**config.mk**
```make
export PLATFORM = sky130hd
export DESIGN_NAME = rr_write_arbiter
export DESIGN_NICKNAME = d
export VERILOG_FILES = /design/src/rtl/rr_write_arbiter.sv
export SDC_FILE = /design/constraint.sdc
export NUM_CORES = 1
export LEC_CHECK = 0
export CAP_MARGIN = 20
export CORE_MARGIN = 2
export CORE_UTILIZATION = 36
export DETAILED_ROUTE_END_ITERATION = 8
export PLACE_DENSITY = 0.76
export SYNTH_ARGS = -nofsm -noshare
export SYNTH_HDL_FRONTEND = slang
export SYNTH_SLANG_ARGS = --single-unit
```
**constraint.sdc**
```tcl
create_clock -name i_clk -period 1.9 [get_ports i_clk]
set_input_delay 0.38 -clock i_clk [delete_from_list [all_inputs] [get_ports i_clk]]
set_output_delay 0.38 -clock i_clk [all_outputs]
set_load 0.01 [all_outputs]
```
**src/rtl/rr_write_arbiter.sv**
```systemverilog
// Round-robin arbiter that funnels NUM_WRITERS byte writers into one FIFO write port
// through a single registered valid/data stage that honours FIFO backpressure.
module rr_write_arbiter #(
   parameter int unsigned NUM_WRITERS = 2,
   parameter int unsigned GW          = $clog2(NUM_WRITERS)
) (
   input  logic                     i_clk,
   input  logic                     i_reset,
   input  logic [8*NUM_WRITERS-1:0] i_data,
   input  logic [NUM_WRITERS-1:0]   i_req,
   output logic [NUM_WRITERS-1:0]   o_busy,
   input  logic                     i_full,
   output logic                     o_we,
   output logic [7:0]               o_data,
   output logic [GW-1:0]            o_grant
);

   localparam int unsigned DW = 8;

   logic [GW-1:0]          last;
   logic [NUM_WRITERS-1:0] elig_c;
   logic [NUM_WRITERS-1:0] busy_nxt_c;
   logic                   load_c;
   logic                   win_found_c;
   logic [GW-1:0]          win_idx_c;
   logic [GW-1:0]          cand_c;
   logic [DW-1:0]          win_data_c;

   // Stage can take a new byte when it is empty or being written this edge.
   assign load_c = !o_we || !i_full;

   // A writer released last cycle still shows busy low, so it sits out one cycle.
   assign elig_c = i_req & o_busy;

   // Round-robin search starting one past the last winner.
   always_comb begin
      win_found_c = 1'b0;
      win_idx_c   = '0;
      cand_c      = '0;
      for (int unsigned i = 1; i <= NUM_WRITERS; i++) begin
         cand_c = GW'((32'(last) + i) % NUM_WRITERS);
         if (!win_found_c && elig_c[cand_c]) begin
            win_found_c = 1'b1;
            win_idx_c   = cand_c;
         end
      end
   end

   always_comb begin
      win_data_c = '0;
      for (int unsigned n = 0; n < NUM_WRITERS; n++) begin
         if (win_idx_c == GW'(n)) begin
            win_data_c = i_data[DW*n +: DW];
         end
      end
   end

   // Only the writer loaded into the stage this edge is released.
   always_comb begin
      busy_nxt_c = '1;
      if (load_c && win_found_c) begin
         busy_nxt_c[win_idx_c] = 1'b0;
      end
   end

   always_ff @(posedge i_clk or posedge i_reset) begin
      if (i_reset) begin
         o_busy  <= '1;
         o_we    <= 1'b0;
         o_data  <= '0;
         o_grant <= '0;
         last    <= GW'(NUM_WRITERS - 1);
      end else begin
         o_busy <= busy_nxt_c;
         if (load_c) begin
            if (win_found_c) begin
               o_we    <= 1'b1;
               o_data  <= win_data_c;
               o_grant <= win_idx_c;
               last    <= win_idx_c;
            end else begin
               o_we    <= 1'b0;
            end
         end
      end
   end

endmodule

```
Word level (Yosys, flattened, before mapping)
Cells that the tools add are included.

Word-level logic and storage cells: 34. Latch bits: 0. RAM bits: 0. Bits of input ports: 21. Memories: 0. ROM bits: 0. Register bits after elaboration: 13. Output and inout port bits: 12.

Multiply operators: 0. Magnitude comparators: 4. $add $sub $neg: 2. Eq/ne operators: 0. Multiplexer cells: 13. Shifts and indexed selects: 0. Bitwise gates (word level): 2. Reduce and logical (&&, ||, !) cells: 8. Divide/modulo/power cells: 0.

Operators with widths (number): 2-to-1 mux 1 bit (10); 2-to-1 mux 8 bit (1); less-than comparator 1 x 2 -> 1 bit (second input constant) (3); logical AND 1 bit (3); logical NOT 1 bit (3); adder 1 bit (second input constant) (2); AND 2 bit (1); 2-to-1 mux 2 bit (1); inverter 2 bit (1); AND reduction 2 bit (1); demux 1 bit (select 1 bit) (1); greater-or-equal comparator 1 bit (second input constant) (1); logical OR 1 bit (1).

Longest topological paths before layout
Gate-level depths: netlist (run 1).

Depth in word-level cells: 13. Gate-level depth with buffers: 4. Gate-level depth less buffers: 3.

Least setup slack after synthesis (run 1)
No wires, ideal clock.

Path kind: register -> register. Start: register o_busy[1]. End: register o_data[0]. Buffers on the path: 1. Slack: 491 ps. Clock period less this slack: 1409 ps. Stages on the path, launching flop included: 5. Arrival time: 1283 ps. Data required time: 1774 ps. Setup time: 126 ps. Cell sequence: dfstp_2 nand2_1 o2111a_1 buf_6 a221o_1.

Longest elaborated chain between the ends: 8. Elaborated cells on any way between the ends: 13. Classes of those cells: 9 x mux; 1 x bitwise; 3 x reduce/logical.

Ends and longest elaborated chain: from (decl) (line 11) `output logic [NUM_WRITERS-1:0] o_busy,`; from (signal assigned) (line 74) `o_busy <= busy_nxt_c;`; AND 2 bit (*) (line 33) `assign elig_c = i_req & o_busy;`; 2-to-1 mux 1 bit (not written as such) (2 in series) (line 42) `if (!win_found_c && elig_c[cand_c]) begin`; 2-to-1 mux 1 bit (line 42); logical NOT 1 bit (line 42); logical AND 1 bit (line 42); 2-to-1 mux 1 bit (line 42); 2-to-1 mux 8 bit / AND reduction 2 bit (equally long branches); to (signal assigned) (line 78) `o_data <= win_data_c;`; to (decl) (line 14) `output logic [7:0] o_data,`.

Mark *: on every way between the ends. The rest lies on a longest branch, timed or not. The select of a mux whose other input is x is not followed. A chain may end at the register's enable or synchronous reset.

Worst setup path in the final report (run 1)
Start: register o_busy[0]. End: output o_busy[0].

No word-level cell between the ends.

==> results of run 1 <==
[per-layer routing]
layer,wire length [um],GRT usage,up-vias
met5,0,0,-
met4,23,0.0727,0
met3,90,0.0500,4
met2,649,0.271,23
met1,572,0.197,232
li1,-,-,240
[where the power goes]
group	internal (mW)	total (mW)	switching, mW
clock	0.0812	0.162	0.0805
combinational	0.191	0.302	0.111
sequential	0.343	0.380	0.0363
[cell families after synthesis]
group	count (synthesis)	share of synthesized area
compound gates	20	0.310
buf+inv	6	0.0549
flops	13	0.578
simple gates	6	0.0571
[registers in the layout (all words and copies together), names as in the netlist]
register  count
last          1
o_busy        2
o_data        8
o_grant       1
o_we          1
[final cells by class]
type                    count  area share
clock buffers               4      0.0285
inverters                   3      0.0122
multi-input cells          26       0.226
flip-flops and latches     13       0.356
well taps                  16      0.0217
repair buffers             33       0.355
[placed cells by master (no fill, tap or decap)]
cell type and n:
clkdlybuf4s50_1 32, dfrtp_1 10, a21boi_0 8, a221o_1 8, nand2_1 3, inv_1 3
clkbuf_4 3, dfstp_2 3, a21o_1 2, o2111a_1 1, nand3_1 1, and3b_2 1
a22o_2 1, nand2b_1 1, clkbuf_1 1, buf_4 1
[cell usage after synthesis (all sizes together)]
library cell	number
a21boi	8
a21o	2
a221o	8
a22o	1
and3b	1
buf	2
clkbuf	1
dfrtp	10
dfstp	3
inv	3
nand2	3
nand2b	1
nand3	1
o2111a	1
[stage by stage]
step / setup WS (ns) / instance area (um2)
2_1_floorplan: 0.491 / 569
3_3_place_gp: 0.132 / 897
3_5_place_dp: 0.0888 / 897
4_1_cts: 0.151 / 923
5_1_grt: 0.119 / 923
6_report: 0.162 / 923
[worst min path at each step]
stage,from,endpoint,slack [ns],cells past startpoint
after floorplan,i_reset,o_data[0]$_DFFE_PP0P_,0.25,1
after global placement,o_grant$_DFFE_PP0P_,o_grant$_DFFE_PP0P_,0.46,1
after detailed placement,o_grant$_DFFE_PP0P_,o_grant$_DFFE_PP0P_,0.48,1
after CTS,i_reset,o_data[1]$_DFFE_PP0P_,0.44,2
after global routing,i_reset,o_data[1]$_DFFE_PP0P_,0.50,2
final,i_reset,o_data[1]$_DFFE_PP0P_,0.42,2
==> metrics.cfg, run 1 <==
[logic_synthesis]
syn-num-nets = 66
synth_area_um2 = 569
yosysTopAreaCell = dfrtp_1
ys_types = 15
ys_ff_latch = 13
synthCells = 45
ys_seq_area_frac = 0.578
ys_warn_count = 0
synth_top_cell_area_share = 0.440
yosys-top-cells-area = dfrtp_1 (44%), a221o_1 (14%), dfstp_2 (14%)
synth_area_per_cell_um2 = 12.7

[critical_path]
cp_slowest_cell = dfstp_2
crit_path_max_incr_delay_ns = 0.56
r2r-end = o_data[3]$_DFFE_PP0P_
path_depth = 1
rrSetupSlack_ns = 0.43
ff2ff_path_depth = 3
worstSetupEndpoint = o_busy[0]
arrival_ns = 1.36
startpoint_type = flop
path_buf_inv = 1
critPathMaxFanout = 4
r2r_start = o_busy[1]$_DFF_PP1_
endpoint_kind = primary output
crit_start = o_busy[0]$_DFF_PP1_
critPathTopFamily = flip-flops
crit_chain = clkdlybuf4s50_1
timing_worst_setup_path_type = reg -> out
required_ns = 1.52

[sta]
hold-worst-slack_ns = 0.422
finalSetupViolations = 0
tightest_slew_ns = 0.470
slew_viol_final = 0
rsz0062_at_grt = no
fin_crit_ns = 1.74
fmax_mhz = 575
finalCritPeriodShare = 0.915
setup-tns-final_ns = 0
finalHoldViolCount = 0
max_slew_margin = 0.687
finalClockSkew_ns = 0.00485

[pwr]
power.total_uw = 843
cellPowerDensity_mw_per_mm2 = 913
p_leak_nw = 0.394
vdd_drop_max_uv = 480

[clocking]
root_buffer = clkbuf_4
hold_buffers = 0
cts_setup_buffers = 0
htreeDepth = 1
clk_pin_slew_worst_paths_ns = 0.07
clk_path_buf_depth = 2
cts_made_buffers = 3
cts_resized = 0
clk_latency_ns = 0.27
cts_tree = done
cts_num_sinks = 13

[grt]
grt_pass1_wl_mm = 2.29
grt_use_total = 0.164
grt_start_max_net_pins = 14
grt_antenna_before_repair = 0
grt_pass1_vias = 539
grt_overflow = 0

[die]
dieHeight_um = 43.8
initial_core_util = 0.382
dieArea_mm2 = 0.00192
num_rows = 14
ios = 33
core_region_area_mm2 = 0.00149
die_x_um = 43.8

[place]
dp_hpwl_mm = 1.04
dp.cells = 91
place_congestion = 0.696
portBuffers = 32

[layout]
ff_latch_area_um2 = 329
antenna_cells = 0
layout.nets = 101
layout-drive-gt1-share = 0.114
fin_util = 0.620
multiInputGateArea_um2 = 209
fillers = 133
area_growth_pct = 62.2
instances_no_fill = 95

[route]
drc = 0
dr.pass1.iters = 4
ant_nets = 0
wl_mm = 1.34
drt-initial-drc-count = 5
avgViaCountPerCell = 5.25
wl_per_cell_um = 14.1
vias = 499

[hold_path]
hold_path_class = in -> async

[flow_run]
cap_violations = 0

[status]
status = finished, final reports clean

Power figures use the tool's default switching activity.
==> run 2: changes to the inputs <==
--- a/config.mk
+++ b/config.mk
@@ -13,3 +13,4 @@
 export SYNTH_ARGS = -nofsm -noshare
 export SYNTH_HDL_FRONTEND = slang
 export SYNTH_SLANG_ARGS = --single-unit
+export TNS_END_PERCENT = 100
==> results of run 2 <==
The final DEF is identical to that of run 1; final timing and power are the same.
==> run 3: changes to the inputs <==
--- a/config.mk
+++ b/config.mk
@@ -5,11 +5,12 @@
 export SDC_FILE = /design/constraint.sdc
 export NUM_CORES = 1
 export LEC_CHECK = 0
-export CAP_MARGIN = 20
+export ABC_AREA = 1
 export CORE_MARGIN = 2
-export CORE_UTILIZATION = 36
+export CORE_UTILIZATION = 37
 export DETAILED_ROUTE_END_ITERATION = 8
-export PLACE_DENSITY = 0.76
+export GPL_TIMING_DRIVEN = 1
+export PLACE_DENSITY = 0.75
 export SYNTH_ARGS = -nofsm -noshare
 export SYNTH_HDL_FRONTEND = slang
 export SYNTH_SLANG_ARGS = --single-unit
==> metrics.cfg, run 3 <==
[status]
status = finished, final reports clean

[layout]
final_cell_mix = nand2_1 (50), clkdlybuf4s50_1 (32), dfrtp_1 (10), nand3_1 (9)
largest_register_ffs = 8
final_common_cell = nand2_1
area_growth_pct = 57.1
reg_top3 = o_data: 8 flops, o_busy: 2 flops
antenna_cells = 0
regMostFlops = o_data
layout-drive-gt1-share = 0.0965
fillers = 150
layout.nets = 136
final_cell_area_um2 = 977

[critical_path]
startpoint_type = flop
cp_slowest_cell = dfstp_2
required_ns = 1.52
arrival_ns = 1.38
endpoint_kind = primary output
path_depth = 1
critPathMaxFanout = 3
crit_chain = clkdlybuf4s50_1
ff2ff_path_depth = 6
crit_path_max_incr_delay_ns = 0.57
timing_worst_setup_path_type = reg -> out
critPathTopFamily = flip-flops
path_buf_inv = 1

[sta]
finalCritPeriodShare = 0.924
rsz0062_at_grt = no
fin_crit_ns = 1.76
fmax_mhz = 569
setup-tns-final_ns = 0
finalHoldViolCount = 0
tightest_slew_ns = 0.502
setup_ws_ns = 0.144
max_slew_margin = 0.665
finalSetupViolations = 0
finalClockSkew_ns = 0.00297
slew_viol_final = 0

[logic_synthesis]
ys_ff_latch = 13
synth_area_um2 = 622
yosysTopAreaCell = dfrtp_1
synthCells = 79
synth_top_cell_area_share = 0.402
ys_warn_count = 0
ys_top_cells_by_count = nand2_1 (50), dfrtp_1 (10), nand3_1 (9)
synthArstFlopShare = 1.00
syn-num-nets = 100
synth_area_per_cell_um2 = 7.87
yosys-top-cells-area = dfrtp_1 (40%), nand2_1 (30%), dfstp_2 (13%)
synth_edf_count = 0
ys_types = 11
yosysMostFrequentCell = nand2_1
synth_ff_type = dfrtp_1
ys_seq_area_frac = 0.529

[clocking]
cts_setup_buffers = 0
hold_buffers = 0
htreeDepth = 1
cts_tree = done
root_buffer = clkbuf_4
cts_made_buffers = 3
cts_num_sinks = 13
clk_latency_ns = 0.27
clk_path_buf_depth = 2
cts_resized = 0
clk_pin_slew_worst_paths_ns = 0.08

[die]
die_x_um = 45.0
num_rows = 14
ios = 33
dieHeight_um = 45.0
dieArea_mm2 = 0.00202
initial_core_util = 0.403
core_region_area_mm2 = 0.00154

[grt]
grt_pass1_vias = 553
grt_antenna_before_repair = 0
grt_use_total = 0.163
grt_pass1_wl_mm = 2.35
grt_start_max_net_pins = 14
grt_overflow = 0

[route]
wl_per_cell_um = 11.2
met1Wirelength_um = 690
wl_mm = 1.45
wl_met3_um = 93
dr.pass1.iters = 4
drt-initial-drc-count = 5
ant_nets = 0
wl_met2_um = 661
avgViaCountPerCell = 4.73
top_layer_used = met4
drc = 0
vias = 615

[place]
place_congestion = 0.766
portBuffers = 32
dp_slack_ns = 0.312
placed_area_um2 = 951
dp_hpwl_mm = 1.06

[pwr]
cellPowerDensity_mw_per_mm2 = 1040
vdd_drop_max_uv = 572
p_leak_nw = 0.491
power.total_mw = 1.02

[flow_run]
cap_violations = 0

[hold_path]
hold_path_class = in -> async

## run 3: cell count changes in the layout (fill, tap and decap cells not counted), moves of 2 or more
cell      delta
nand2_1     +47
inv_1        -2
nand3_1      +8
a21o_1       -2
a221o_1      -8
a21boi_0     -8
## run 3: routing by layer
layer,up-vias,track usage
li1,313,-
met1,275,0.201
met2,25,0.274
met3,2,0.0360
met4,0,0.0706
met5,-,0
## run 3: cell families after synthesis
kind of cell | share of synthesized area
buffers and inverters | 0.0402
DFF | 0.529
and+or+nand+nor | 0.431
## run 3: stage by stage
| step | utilization | hold slack (ns) | cells |
|---|---|---|---|
| CTS | 0.634 | 0.439 | 130 |
| global route | 0.634 | 0.471 | 130 |
| global placement | 0.617 | 0.463 | 126 |
| detailed placement | 0.617 | 0.465 | 126 |
| finish | 0.634 | 0.430 | 130 |
| floorplan | - | 0.255 | 79 |
## run 3: layout make-up
cell class	instances	area, um2	area share
inverters	3	13.8	0.0141
well taps	16	20.0	0.0205
multi-input cells	62	268	0.274
repair buffers	32	320	0.328
clock buffers	4	26.3	0.0269
flip-flops and latches	13	329	0.337
## run 3: final timing paths
kind | end | slack, ns | from
min in group i_clk | o_grant$_DFFE_PP0P_ | 0.48 | o_grant$_DFFE_PP0P_
max in group asynchronous | last$_DFFE_PP1P_ | 1.11 | i_reset
worst min-delay path | o_grant$_DFFE_PP0P_ | 0.43 | i_reset
worst max register to register | o_data[2]$_DFFE_PP0P_ | 0.68 | o_busy[1]$_DFF_PP1_
worst min register to register | o_grant$_DFFE_PP0P_ | 0.48 | o_grant$_DFFE_PP0P_
worst max-delay path | o_busy[0] | 0.14 | o_busy[0]$_DFF_PP1_
## run 3: where the power goes
group          internal, mW  switching (mW)
Combinational         0.224           0.198
Clock                0.0813          0.0891
Sequential            0.372          0.0536
